**src/rtl/imm_gen_pipe.sv**
```systemverilog
// ---------------------------------------------------------------------------
// imm_gen_pipe
//
// Pipelined immediate generator that sits between decode and execute. It
// takes a raw instruction plus a format code and produces the extended
// immediate. The result goes into a 2-entry FIFO that acts as a skid buffer
// and is returned together with an opaque tag.
//
// Parameters:
//   XLEN   - immediate width, 32 or 64
//   TAG_W  - width of the pass-through sideband tag
//
// Ports:
//   clk        rising-edge clock
//   rst_n      asynchronous active-low reset; flushes the FIFO
//   in_valid   request present
//   in_ready   block can accept a request (never depends on out_ready)
//   in_instr   raw 32-bit instruction word
//   in_fmt     0=I 1=S 2=B 3=U 4=J 5=Z 6=SHAMT 7=reserved
//   in_tag     sideband, returned unchanged
//   out_valid  head entry present
//   out_ready  consumer accepts the head entry
//   out_imm    extended immediate of the head entry
//   out_tag    tag of the head entry
//   out_err    head entry had an illegal format/operand
//
// Configuration macro:
//   IMM_GEN_ZIMM_EN - when defined, fmt 5 returns zext(instr[19:15]);
//                     when undefined, fmt 5 is treated as reserved.
// ---------------------------------------------------------------------------
module imm_gen_pipe #(
  parameter int XLEN  = 32,
  parameter int TAG_W = 5
) (
  input  logic             clk,
  input  logic             rst_n,
  input  logic             in_valid,
  output logic             in_ready,
  input  logic [31:0]      in_instr,
  input  logic [2:0]       in_fmt,
  input  logic [TAG_W-1:0] in_tag,
  output logic             out_valid,
  input  logic             out_ready,
  output logic [XLEN-1:0]  out_imm,
  output logic [TAG_W-1:0] out_tag,
  output logic             out_err
);

  localparam logic [2:0] FMT_I     = 3'd0;
  localparam logic [2:0] FMT_S     = 3'd1;
  localparam logic [2:0] FMT_B     = 3'd2;
  localparam logic [2:0] FMT_U     = 3'd3;
  localparam logic [2:0] FMT_J     = 3'd4;
  localparam logic [2:0] FMT_Z     = 3'd5;
  localparam logic [2:0] FMT_SHAMT = 3'd6;

  logic [63:0]      wideImm;
  logic [XLEN-1:0]  newImm;
  logic             newErr;

  logic [XLEN-1:0]  immMem_q [2];
  logic [TAG_W-1:0] tagMem_q [2];
  logic             errMem_q [2];
  logic             wrPtr_q, wrPtr_d;
  logic             rdPtr_q, rdPtr_d;
  logic [1:0]       count_q, count_d;
  logic             readyEn_q;
  logic             push, pop;

  // Every format is built at 64 bits and then truncated to XLEN, which keeps
  // the extension logic identical for both widths and avoids zero-width
  // replications when XLEN is 32.
  always_comb begin
    wideImm = 64'd0;
    newErr  = 1'b0;
    case (in_fmt)
      FMT_I: wideImm = {{52{in_instr[31]}}, in_instr[31:20]};
      FMT_S: wideImm = {{52{in_instr[31]}}, in_instr[31:25], in_instr[11:7]};
      FMT_B: wideImm = {{51{in_instr[31]}}, in_instr[31], in_instr[7],
                        in_instr[30:25], in_instr[11:8], 1'b0};
      FMT_U: wideImm = {{32{in_instr[31]}}, in_instr[31:12], 12'd0};
      FMT_J: wideImm = {{43{in_instr[31]}}, in_instr[31], in_instr[19:12],
                        in_instr[20], in_instr[30:21], 1'b0};
      FMT_Z: begin
`ifdef IMM_GEN_ZIMM_EN
        wideImm = {59'd0, in_instr[19:15]};
`else
        newErr  = 1'b1;
`endif
      end
      FMT_SHAMT: begin
        // RV32 only has 5-bit shift amounts; bit 25 set is an illegal shift.
        if (XLEN == 64) begin
          wideImm = {58'd0, in_instr[25:20]};
        end else begin
          wideImm = {59'd0, in_instr[24:20]};
          newErr  = in_instr[25];
        end
      end
      default: newErr = 1'b1;
    endcase
  end

  assign newImm = wideImm[XLEN-1:0];

  // in_ready only looks at registered state, so there is no combinational
  // path from out_ready. readyEn_q holds it low until the first clock after
  // reset is released.
  assign in_ready  = readyEn_q && (count_q != 2'd2);
  assign out_valid = (count_q != 2'd0);
  assign push      = in_valid && in_ready;
  assign pop       = out_valid && out_ready;

  // An empty FIFO presents all-zero outputs so stale entries never leak.
  assign out_imm = out_valid ? immMem_q[rdPtr_q] : '0;
  assign out_tag = out_valid ? tagMem_q[rdPtr_q] : '0;
  assign out_err = out_valid ? errMem_q[rdPtr_q] : 1'b0;

  // Pointer and occupancy bookkeeping; push and pop together leave the
  // count unchanged while both pointers advance.
  always_comb begin
    wrPtr_d = wrPtr_q;
    rdPtr_d = rdPtr_q;
    count_d = count_q;
    if (push) wrPtr_d = ~wrPtr_q;
    if (pop)  rdPtr_d = ~rdPtr_q;
    case ({push, pop})
      2'b10:   count_d = count_q + 2'd1;
      2'b01:   count_d = count_q - 2'd1;
      default: count_d = count_q;
    endcase
  end

  // State and storage registers; reset discards any in-flight entries.
  always_ff @(posedge clk or negedge rst_n) begin
    if (!rst_n) begin
      wrPtr_q     <= 1'b0;
      rdPtr_q     <= 1'b0;
      count_q     <= 2'd0;
      readyEn_q   <= 1'b0;
      immMem_q[0] <= '0;
      immMem_q[1] <= '0;
      tagMem_q[0] <= '0;
      tagMem_q[1] <= '0;
      errMem_q[0] <= 1'b0;
      errMem_q[1] <= 1'b0;
    end else begin
      wrPtr_q   <= wrPtr_d;
      rdPtr_q   <= rdPtr_d;
      count_q   <= count_d;
      readyEn_q <= 1'b1;
      if (push) begin
        immMem_q[wrPtr_q] <= newImm;
        tagMem_q[wrPtr_q] <= in_tag;
        errMem_q[wrPtr_q] <= newErr;
      end
    end
  end

endmodule
```
**config.mk**
```make
export PLATFORM = sky130hd
export DESIGN_NAME = imm_gen_pipe
export DESIGN_NICKNAME = d
export VERILOG_FILES = /design/src/rtl/imm_gen_pipe.sv
export SDC_FILE = /design/constraint.sdc
export NUM_CORES = 1
export LEC_CHECK = 0
export CAP_MARGIN = 20
export CORE_MARGIN = 1.5
export CORE_UTILIZATION = 43
export DETAILED_ROUTE_END_ITERATION = 10
export MAX_ROUTING_LAYER = met4
export PLACE_DENSITY = 0.68
export RECOVER_POWER = 100
export SLEW_MARGIN = 20
export SYNTH_ARGS = -nofsm -noshare
export SYNTH_HDL_FRONTEND = slang
export SYNTH_SLANG_ARGS = --single-unit
```
**constraint.sdc**
```tcl
create_clock -name clk -period 1.95 [get_ports clk]
set_clock_uncertainty 0.1 [all_clocks]
set_input_delay 0.195 -clock clk [delete_from_list [all_inputs] [get_ports clk]]
set_output_delay 0.195 -clock clk [all_outputs]
set_load 0.005 [all_outputs]
```
==> flow_summary.toml, run 1 <==
[status]
outcome = "finished with violations"
violations = "setup timing"

[floorplanning]
start_util = 0.442
die_area_um2 = 10700
core_um2 = 9770
std_cell_rows = 36
die_y_um = 103
die_w_um = 103
io_pins = 84

[grt]
antenna_found_initial = 0
grt_overflow_total = 0
grt_pass1_vias = 3227
grt_max_degree = 43
grt_usage = 0.223
grt_pass1_wl_um = 17100

[placement]
io_buffers = 76
gp_congestion = 0.842
place_hpwl_um = 7280
dp_worst_setup_slack_ps = -87.4
dpl_cell_area_um2 = 5330

[clock_tree]
cts-root-buf = "clkbuf_8"
clock-sinks = 81
htreeDepth = 3
numCtsBuffers = 9
cts.clk_slew.worst_paths_ps = 100
ctsLongestPathBuffers = 2
cts_tree = "built"
clock_latency_ps = 360

[worst_hold_path]
hold_class = "input pin to register"
hold_depth = 2

[route]
detail_route.wl_per_cell_um = 17.8
vias = 3450
via_per_inst = 5.55
drt_iter0_markers = 298
routed_wl_um = 11100
drc_errors = 0
drt_first_pass_iters = 5
antenna_left = 0

[critical_path]
crit_type = "register to primary output"
path_buf_inv = 4
slowest_delay_ps = 440
cpMaxStageDelayCell = "dfrtp_2"
path_depth = 6
crit_arrival_ps = 1680
start_kind = "register"
crit_family = "buffers and inverters"
cp_cell_sequence = "buf_4, buf_12, buf_16, mux2i_1, nor2_1, dlygate4sd2_1"
reg2regPathDepth = 7
end_kind = "primary output"
worstPathRequired_ps = 1650
critPathMaxFanout = 8

[power]
pwr-share-clk = 0.170
p_leak_nw = 2.64
peakVddDrop_mv = 0.621
p_int_w = 0.00595
power.share.combinational = 0.501
pwr-share-seq = 0.329
power.switching_w = 0.00309
powerDensity_nw_per_um2 = 1570
swShare = 0.342

[timing]
max_slew_margin = 0.276
finalCriticalPeriod_ps = 1970
drv_slew = 0
setup_tns_ps = -49.2
setup_ws_ps = -21.3
setup_violations = 3
worst_slew_pin_slew_ps = 1090
fmax_ghz = 0.507
fin_crit_sh = 1.01
rsz0062_at_grt = "true"
final_hold_viol_count = 0

[synth]
postSynthCellCount = 386
yosys_most_used_dff = "dfrtp_1"
synth_area_leaders = "dfrtp_1 47%, mux2_2 9.9%, a31oi_1 9.3%"
synth_common_cells = "81 x dfrtp_1, 64 x a31oi_1, 43 x nor2_1, 38 x mux2_2, 38 x mux2i_1"
yosysSeqAreaShare = 0.469
synth_top_area_frac = 0.469
synth_largest_area_cell = "dfrtp_1"
syn_area_um2 = 4320
ys_types = 32
synth-async-reset-ratio = 1.00
synth-edff-count = 0
synth_most_common_cell = "dfrtp_1"
avgSynthCellArea_um2 = 11.2
ys_warn_count = 0
ys_ff_latch = 81
synthesis.nets = 431

[final_layout]
fin_util = 0.590
diodes = 0
num-fill-cells = 860
finalInstanceArea_um2 = 5760
layout-drive-gt1-share = 0.294
area_delta_synth_final_pct = 33.5
nets = 529

[run]
maxCapViolCount = 0
[cell families (layout without fill, tap and decap cells)]
logic type                 Yosys count  after routing  share of synthesized area
xor gates and xnor gates             5              5                     0.0101
AOI/OAI and AO/OA                   87             87                      0.122
adders and majority gates            2              2                    0.00522
muxes                               91             91                      0.239
other                                1              1                   0.000868
DFF                                 81             81                      0.469
buffers and inverters               40            143                     0.0513
and+or+nand+nor                     79             79                      0.101
[layer usage]
metal  wire length [um]  GRT usage
met1               5160      0.320
met2               5040      0.320
met3                646     0.0383
met4                242     0.0738
met5                  0          -
[repair_timing]
action	in CTS	in global routing
endpoints found under the hold margin	39	0
pin swaps	0	1
resized for setup	41	43
buffers inserted	1	9
hold buffers	1	0
gates cloned	2	1
setup endpoints to repair	39	11
[metrics by stage]
step,instances,power [W],hold WS [ps]
2_1_floorplan,386,0.00531,-201
5_1_grt,622,0.00964,371
3_3_place_gp,592,0.00716,113
6_report,622,0.00905,364
3_5_place_dp,592,0.00728,120
4_1_cts,612,0.00880,271
[worst register-to-register path: stages, from the launching register on]
cell and delay [ps]:
dfrtp_2 450, nor2_4 180, buf_4 130, inv_1 30, and2_1 170, ha_1 320, nor2_1 140, xor2_1 170
[path summary, 6_finish.rpt]
check / endpoint / slack (ps) / from
min in group asynchronous: immMem_q[44] / 450 / rst_n
max: out_imm[12] / -20 / rdPtr_q
min reg2reg: immMem_q[38] / 410 / immMem_q[38]
max reg2reg: count_q[1] / 170 / count_q[0]
max in group asynchronous: immMem_q[32] / 440 / rst_n
min: tagMem_q[6] / 360 / in_tag[1]
[layout make-up]
type	instances	area, um^2	share of cell area
Inverter	4	15.0	0.00260
Multi-Input combinational cell	265	2100	0.365
Clock inverter	7	125	0.0217
Timing Repair Buffer	123	1200	0.208
Sequential cell	81	2030	0.352
Clock buffer	9	124	0.0215
Tap cell	133	166	0.0289
[cell usage in the layout (no fill, tap or decap), types with 2 or more instances in the layout]
master           netlist  routed
o21ai_0               16      16
a31oi_1               64      64
and3_4                 2       2
nor2_1                43      42
clkbuf_2               0      15
xnor2_1                3       3
mux2i_2                0       5
mux2_2                38      38
mux2i_1               38      33
nor3b_2                2       2
clkdlybuf4s50_1        0      38
buf_4                  4      34
and2_1                 3       3
inv_1                  3       3
buf_16                 0       2
clkinvlp_4             0       2
dfrtp_2                0       3
nor2b_1               15      15
clkbuf_8               0       9
o21ai_1                3       3
nand4b_1              11      11
dlygate4sd2_1          0      16
mux2_4                15      15
buf_12                 0       8
dfrtp_1               81      78
bufinv_16              0       3
xor2_1                 2       2
dlymetal6s2s_1         0       7
[power groups by stage]
stage,clock (W),sequential (W),combinational [W]
2_1_floorplan,0,0.00283,0.00249
3_3_place_gp,0,0.00291,0.00424
3_5_place_dp,0,0.00297,0.00431
4_1_cts,0.00155,0.00296,0.00428
5_1_grt,0.00164,0.00308,0.00491
6_report,0.00154,0.00298,0.00454
[state kept, by name, summed over array words and instances (netlist names)]
| name | count |
|---|---|
| immMem_q | 64 |
| tagMem_q | 10 |
| count_q | 2 |
| errMem_q | 2 |
| rdPtr_q | 1 |
| readyEn_q | 1 |
| wrPtr_q | 1 |
(Power assumes the default switching activity.)
==> inputs of run 2 (changes only) <==
--- a/config.mk
+++ b/config.mk
@@ -6,6 +6,7 @@
 export NUM_CORES = 1
 export LEC_CHECK = 0
 export CAP_MARGIN = 20
+export CORE_ASPECT_RATIO = 1.4
 export CORE_MARGIN = 1.5
 export CORE_UTILIZATION = 43
 export DETAILED_ROUTE_END_ITERATION = 10
==> run 2 against run 1 <==
Against the previous run:
- the flow now finishes without violations
- register-to-register slack lost 60 ps
- non-clock buffer count decreased by 9
- global-route usage down 0.087 points
- flip-flop and latch count did not move
- wire length decreased by 1.4%
- sequential share of layout area rose by 0.51 points
- final cell count fell by 1.1%
- via count down 0.99%
- final area down 1.5%
- die area barely moved
- power fell by 2.6%
- utilization decreased by 1.3 points
- critical path type unchanged
- critical endpoint is now out_valid
- largest power group unchanged
==> flow_summary.toml, run 2 (synthesis gave the netlist of run 1 again) <==
[critical_path]
crit_type = "register to primary output"
end_kind = "primary output"
critPathMaxFanout = 3
start_kind = "register"
crit_arrival_ps = 1590
r2r-end = "immMem_q[40]"
reg2regPathDepth = 4
r2r_start = "readyEn_q"
worstPathRequired_ps = 1650
r2r_slack_ps = 110

[power]
pwr-share-clk = 0.206
p_leak_nw = 2.60
powerDensity_nw_per_um2 = 1550
peakVddDrop_mv = 0.809
p_int_w = 0.00585
power.switching_w = 0.00296
pwr-share-seq = 0.337
power_w = 0.00881
swShare = 0.336
power.share.combinational = 0.457

[grt]
grt_overflow_total = 0
grt_max_degree = 54
met2_usage = 0.362
grt_usage = 0.222
busiest_layer = "met2"
antenna_found_initial = 0
grt_pass1_vias = 3490
grt_pass1_wl_um = 17400
grtUsageMet1 = 0.275
grtUsageMet3 = 0.0278

[route]
antenna_left = 0
drt_iter0_markers = 117
routed_wl_um = 10900
via_per_inst = 5.55
drc_errors = 0
drt_first_pass_iters = 5
detail_route.wl_per_cell_um = 17.8
vias = 3416

[clock_tree]
htreeDepth = 3
cts-root-buf = "clkbuf_16"
numCtsBuffers = 9
clock_latency_ps = 340
ctsLongestPathBuffers = 2
clock-sinks = 81
cts.clk_slew.worst_paths_ps = 60
cts_tree = "built"

[run]
maxCapViolCount = 0

[final_layout]
fin_util = 0.577
finalInstanceArea_um2 = 5680
nets = 520
diodes = 0
layout_commonest_cell = "dfrtp_1"
max_flop_register = "immMem_q"
layout-drive-gt1-share = 0.213
num-fill-cells = 877
area_delta_synth_final_pct = 31.5
mostFrequentLayoutCells = "79 x dfrtp_1, 64 x a31oi_1, 42 x nor2_1, 38 x mux2_2, 37 x mux2i_1"
reg_top3 = "immMem_q: 64 flops, tagMem_q: 10 flops"
fin_cells = 615
largest_reg_flops = 64

[timing]
worst_slew_pin_slew_ps = 760
drv_slew = 0
finalCriticalPeriod_ps = 1880
rsz0062_at_grt = "false"
max_slew_margin = 0.493
fmax_ghz = 0.531
final_hold_viol_count = 0
fin_crit_sh = 0.966
setup_violations = 0
hold-worst-slack_ps = 355

[placement]
place_hpwl_um = 7400
gp_congestion = 0.877
io_buffers = 76
dp_cells = 593
dpl_cell_area_um2 = 5370

[floorplanning]
die_y_um = 122
core_um2 = 9850
start_util = 0.439
std_cell_rows = 43
io_pins = 84
die_area_um2 = 10700
die_w_um = 87.7

[worst_hold_path]
hold_class = "input pin to asynchronous set/reset pin"

[status]
outcome = "completed"
[run 2: area by class of cell]
type | count | area, um^2 | share of cell area
Multi-Input combinational cell | 265 | 2040 | 0.360
Sequential cell | 81 | 2030 | 0.357
Timing Repair Buffer | 114 | 1100 | 0.194
Clock buffer | 9 | 225 | 0.0397
Tap cell | 135 | 169 | 0.0297
Clock inverter | 7 | 95.1 | 0.0167
Inverter | 4 | 15.0 | 0.00264
[run 2: metrics by stage]
| step | setup TNS [ps] | worst slack [ps] |
|---|---|---|
| after floorplan | 0 | 321 |
| after global placement | -580 | -59.3 |
| after detailed placement | -1530 | -126 |
| after CTS | -525 | -124 |
| after global routing | 0 | 5.40 |
| final | 0 | 66.5 |
[run 2: how the worst max path moves through the flow]
stage | startpoint | end | depth (start not counted)
final | count_q[1] | out_valid | 4
after global routing | count_q[0] | in_ready | 3
after CTS | rdPtr_q | out_imm[0] | 4
after detailed placement | in_fmt[1] | immMem_q[13] | 5
after global placement | in_fmt[1] | immMem_q[17] | 5
after floorplan | count_q[0] | immMem_q[10] | 6
[run 2: worst max-delay path, cell delays in order (launching register included)]
cell,delay (ps)
dfrtp_1,450
nor2_4,190
buf_12,130
inv_1,40
clkdlybuf4s50_1,440
[run 2: power by group through the flow]
stage	Combinational, W	Clock [W]	Sequential (W)
after floorplan	0.00249	0	0.00283
after global placement	0.00428	0	0.00293
after global routing	0.00443	0.00190	0.00307
after detailed placement	0.00435	0	0.00298
after CTS	0.00417	0.00184	0.00298
final	0.00403	0.00181	0.00297
[run 2: what timing repair did]
item,in CTS,in global routing
hold buffers,1,0
resized for setup,44,7
endpoints found under the hold margin,28,0
cloned,1,1
endpoints found under the setup margin,39,5
pin swaps,0,1
buffers inserted,2,1
[run 2: per-layer routing]
layer | routed length [um] | vias to the layer above
li1 | - | 1590
met1 | 4740 | 1677
met2 | 5490 | 130
met3 | 475 | 19
met4 | 221 | 0
met5 | 0 | -
==> inputs of run 3 (changes only) <==
--- a/config.mk
+++ b/config.mk
@@ -17,3 +17,4 @@
 export SYNTH_ARGS = -nofsm -noshare
 export SYNTH_HDL_FRONTEND = slang
 export SYNTH_SLANG_ARGS = --single-unit
+export TNS_END_PERCENT = 50
==> run 3 against run 2 <==
Against the previous run:
- the run now ends with setup timing left
- first-iteration DRC count grew 15%
- die area is the same
- register-to-register slack gained 110 ps
- critical path depth is the same
- non-clock buffer count grew 2
- sequential share of layout area shrank 1.0 points
- sequential power is essentially flat
- count of clock-buffer cells in the layout is the same
- setup slack lost 97 ps
- flip-flop and latch count is the same
- largest cell class unchanged
==> flow_summary.toml, run 3 (synthesis gave the netlist of run 1 again) <==
[clock_tree]
ctsLongestPathBuffers = 2
cts-root-buf = "clkbuf_16"
cts_tree = "built"
clock_latency_ps = 340
numCtsBuffers = 9
clock-sinks = 81
cts.clk_slew.worst_paths_ps = 60
htreeDepth = 3

[final_layout]
max_flop_register = "immMem_q"
finalInstanceArea_um2 = 5840
fin_cells = 617
reg_top3 = "immMem_q: 64 flops, tagMem_q: 10 flops"
diodes = 0
area_delta_synth_final_pct = 35.3
nets = 522
layout_commonest_cell = "dfrtp_1"
layout-drive-gt1-share = 0.249
largest_reg_flops = 64
mostFrequentLayoutCells = "79 x dfrtp_1, 64 x a31oi_1, 42 x nor2_1, 39 x clkdlybuf4s50_1, 38 x mux2_2"

[grt]
grt_usage = 0.217
antenna_found_initial = 0
grt_pass1_wl_um = 17000
grt_pass1_vias = 3427
grt_overflow_total = 0
grt_max_degree = 54

[timing]
setup_ws_ps = -30.7
fin_crit_sh = 1.02
worst_slew_pin_slew_ps = 727
fmax_ghz = 0.505
rsz0062_at_grt = "true"
max_slew_margin = 0.515
finalCriticalPeriod_ps = 1980
setup_violations = 3
final_hold_viol_count = 0
hold-worst-slack_ps = 341
setup_tns_ps = -61.9
drv_slew = 0

[route]
drt_first_pass_iters = 4
drt_iter0_markers = 135
vias = 3428
via_per_inst = 5.56
drc_errors = 0
routed_wl_um = 10800
detail_route.wl_per_cell_um = 17.5
antenna_left = 0

[placement]
dpl_cell_area_um2 = 5370
dp_cells = 593
io_buffers = 76
dp_worst_setup_slack_ps = -126
place_hpwl_um = 7400
gp_congestion = 0.877

[critical_path]
crit_arrival_ps = 1690
critPathLaunch = "rdPtr_q"
end_kind = "primary output"
r2r_slack_ps = 220
critPathMaxFanout = 11
r2r-end = "count_q[1]"
reg2regPathDepth = 6
worstSetupEndpoint = "out_imm[31]"
start_kind = "register"
worstPathRequired_ps = 1650
r2r_start = "readyEn_q"
crit_type = "register to primary output"

[floorplanning]
die_w_um = 87.7
die_y_um = 122
start_util = 0.439
die_area_um2 = 10700
io_pins = 84
core_um2 = 9850
std_cell_rows = 43

[power]
pwr-share-seq = 0.327
p_int_w = 0.00612
swShare = 0.328
peakVddDrop_mv = 0.764
power.switching_w = 0.00299
powerDensity_nw_per_um2 = 1560
pwr-share-clk = 0.199
p_leak_nw = 2.81
power.share.combinational = 0.474

[run]
maxCapViolCount = 0

[status]
outcome = "finished with violations"
violations = "setup timing"

[worst_hold_path]
hold_class = "input pin to asynchronous set/reset pin"
run 3: cell types whose count changed in the layout (fill, tap and decap cells not counted), moves of 3 or more:
cell             change
mux2_1               -9
mux2_4               +9
dlygate4sd2_1       -19
dlymetal6s2s_1      +17
clkdlybuf4s50_1      +3
clkbuf_1             -3
buf_4                +7
run 3: how the worst min path moves through the flow:
stage                     startpoint          end  slack (ps)  cells past startpoint
final                          rst_n  tagMem_q[3]         340                      2
after global routing       in_tag[0]  tagMem_q[5]         400                      2
after CTS                      rst_n  tagMem_q[8]         230                      2
after detailed placement       rst_n  tagMem_q[8]          50                      1
after global placement         rst_n  tagMem_q[8]          30                      1
after floorplan                rst_n   count_q[0]        -200                      0
run 3: layer usage:
metal  vias to the layer above  share of wire  track usage
met5                         -              0            -
li1                       1593              -            -
met4                         0          0.023       0.0933
met1                      1686           0.42        0.273
met2                       129           0.50        0.351
met3                        20          0.053       0.0278
run 3: layout make-up:
class                   instances  area [um^2]
fillers                       846         4000
multi-input cells             265         2100
flip-flops and latches         81         2030
repair buffers                116         1210
clock buffers                   9          225
well taps                     135          169
clock inverters                 7         95.1
inverters                       4         15.0
run 3: repair_timing:
item                                   CTS  global route
pin swaps                                0             1
gates resized for setup                 20            29
gates cloned                             0             1
hold buffers                             1             0
setup endpoints to repair               39            24
setup buffers                            0             6
endpoints found under the hold margin   28             0
run 3: critical path, stage by stage, from the launching register on:
cell             delay [ps]
dfrtp_2                 440
buf_12                  170
mux2i_1                 140
nor2_1                   90
clkdlybuf4s50_1         500
run 3: stage by stage:
| stage | total power, W | utilization |
|---|---|---|
| 6_report | 0.00911 | 0.593 |
| 5_1_grt | 0.00970 | 0.593 |
| 4_1_cts | 0.00905 | 0.579 |
| 3_5_place_dp | 0.00733 | 0.545 |
| 3_3_place_gp | 0.00721 | 0.545 |
| 2_1_floorplan | 0.00531 | - |
run 3: power groups by stage:
stage	sequential, W	combinational [W]	clock, W
5_1_grt	0.00309	0.00471	0.00190
3_3_place_gp	0.00293	0.00428	0
4_1_cts	0.00297	0.00424	0.00184
6_report	0.00298	0.00432	0.00181
2_1_floorplan	0.00283	0.00249	0
3_5_place_dp	0.00298	0.00435	0
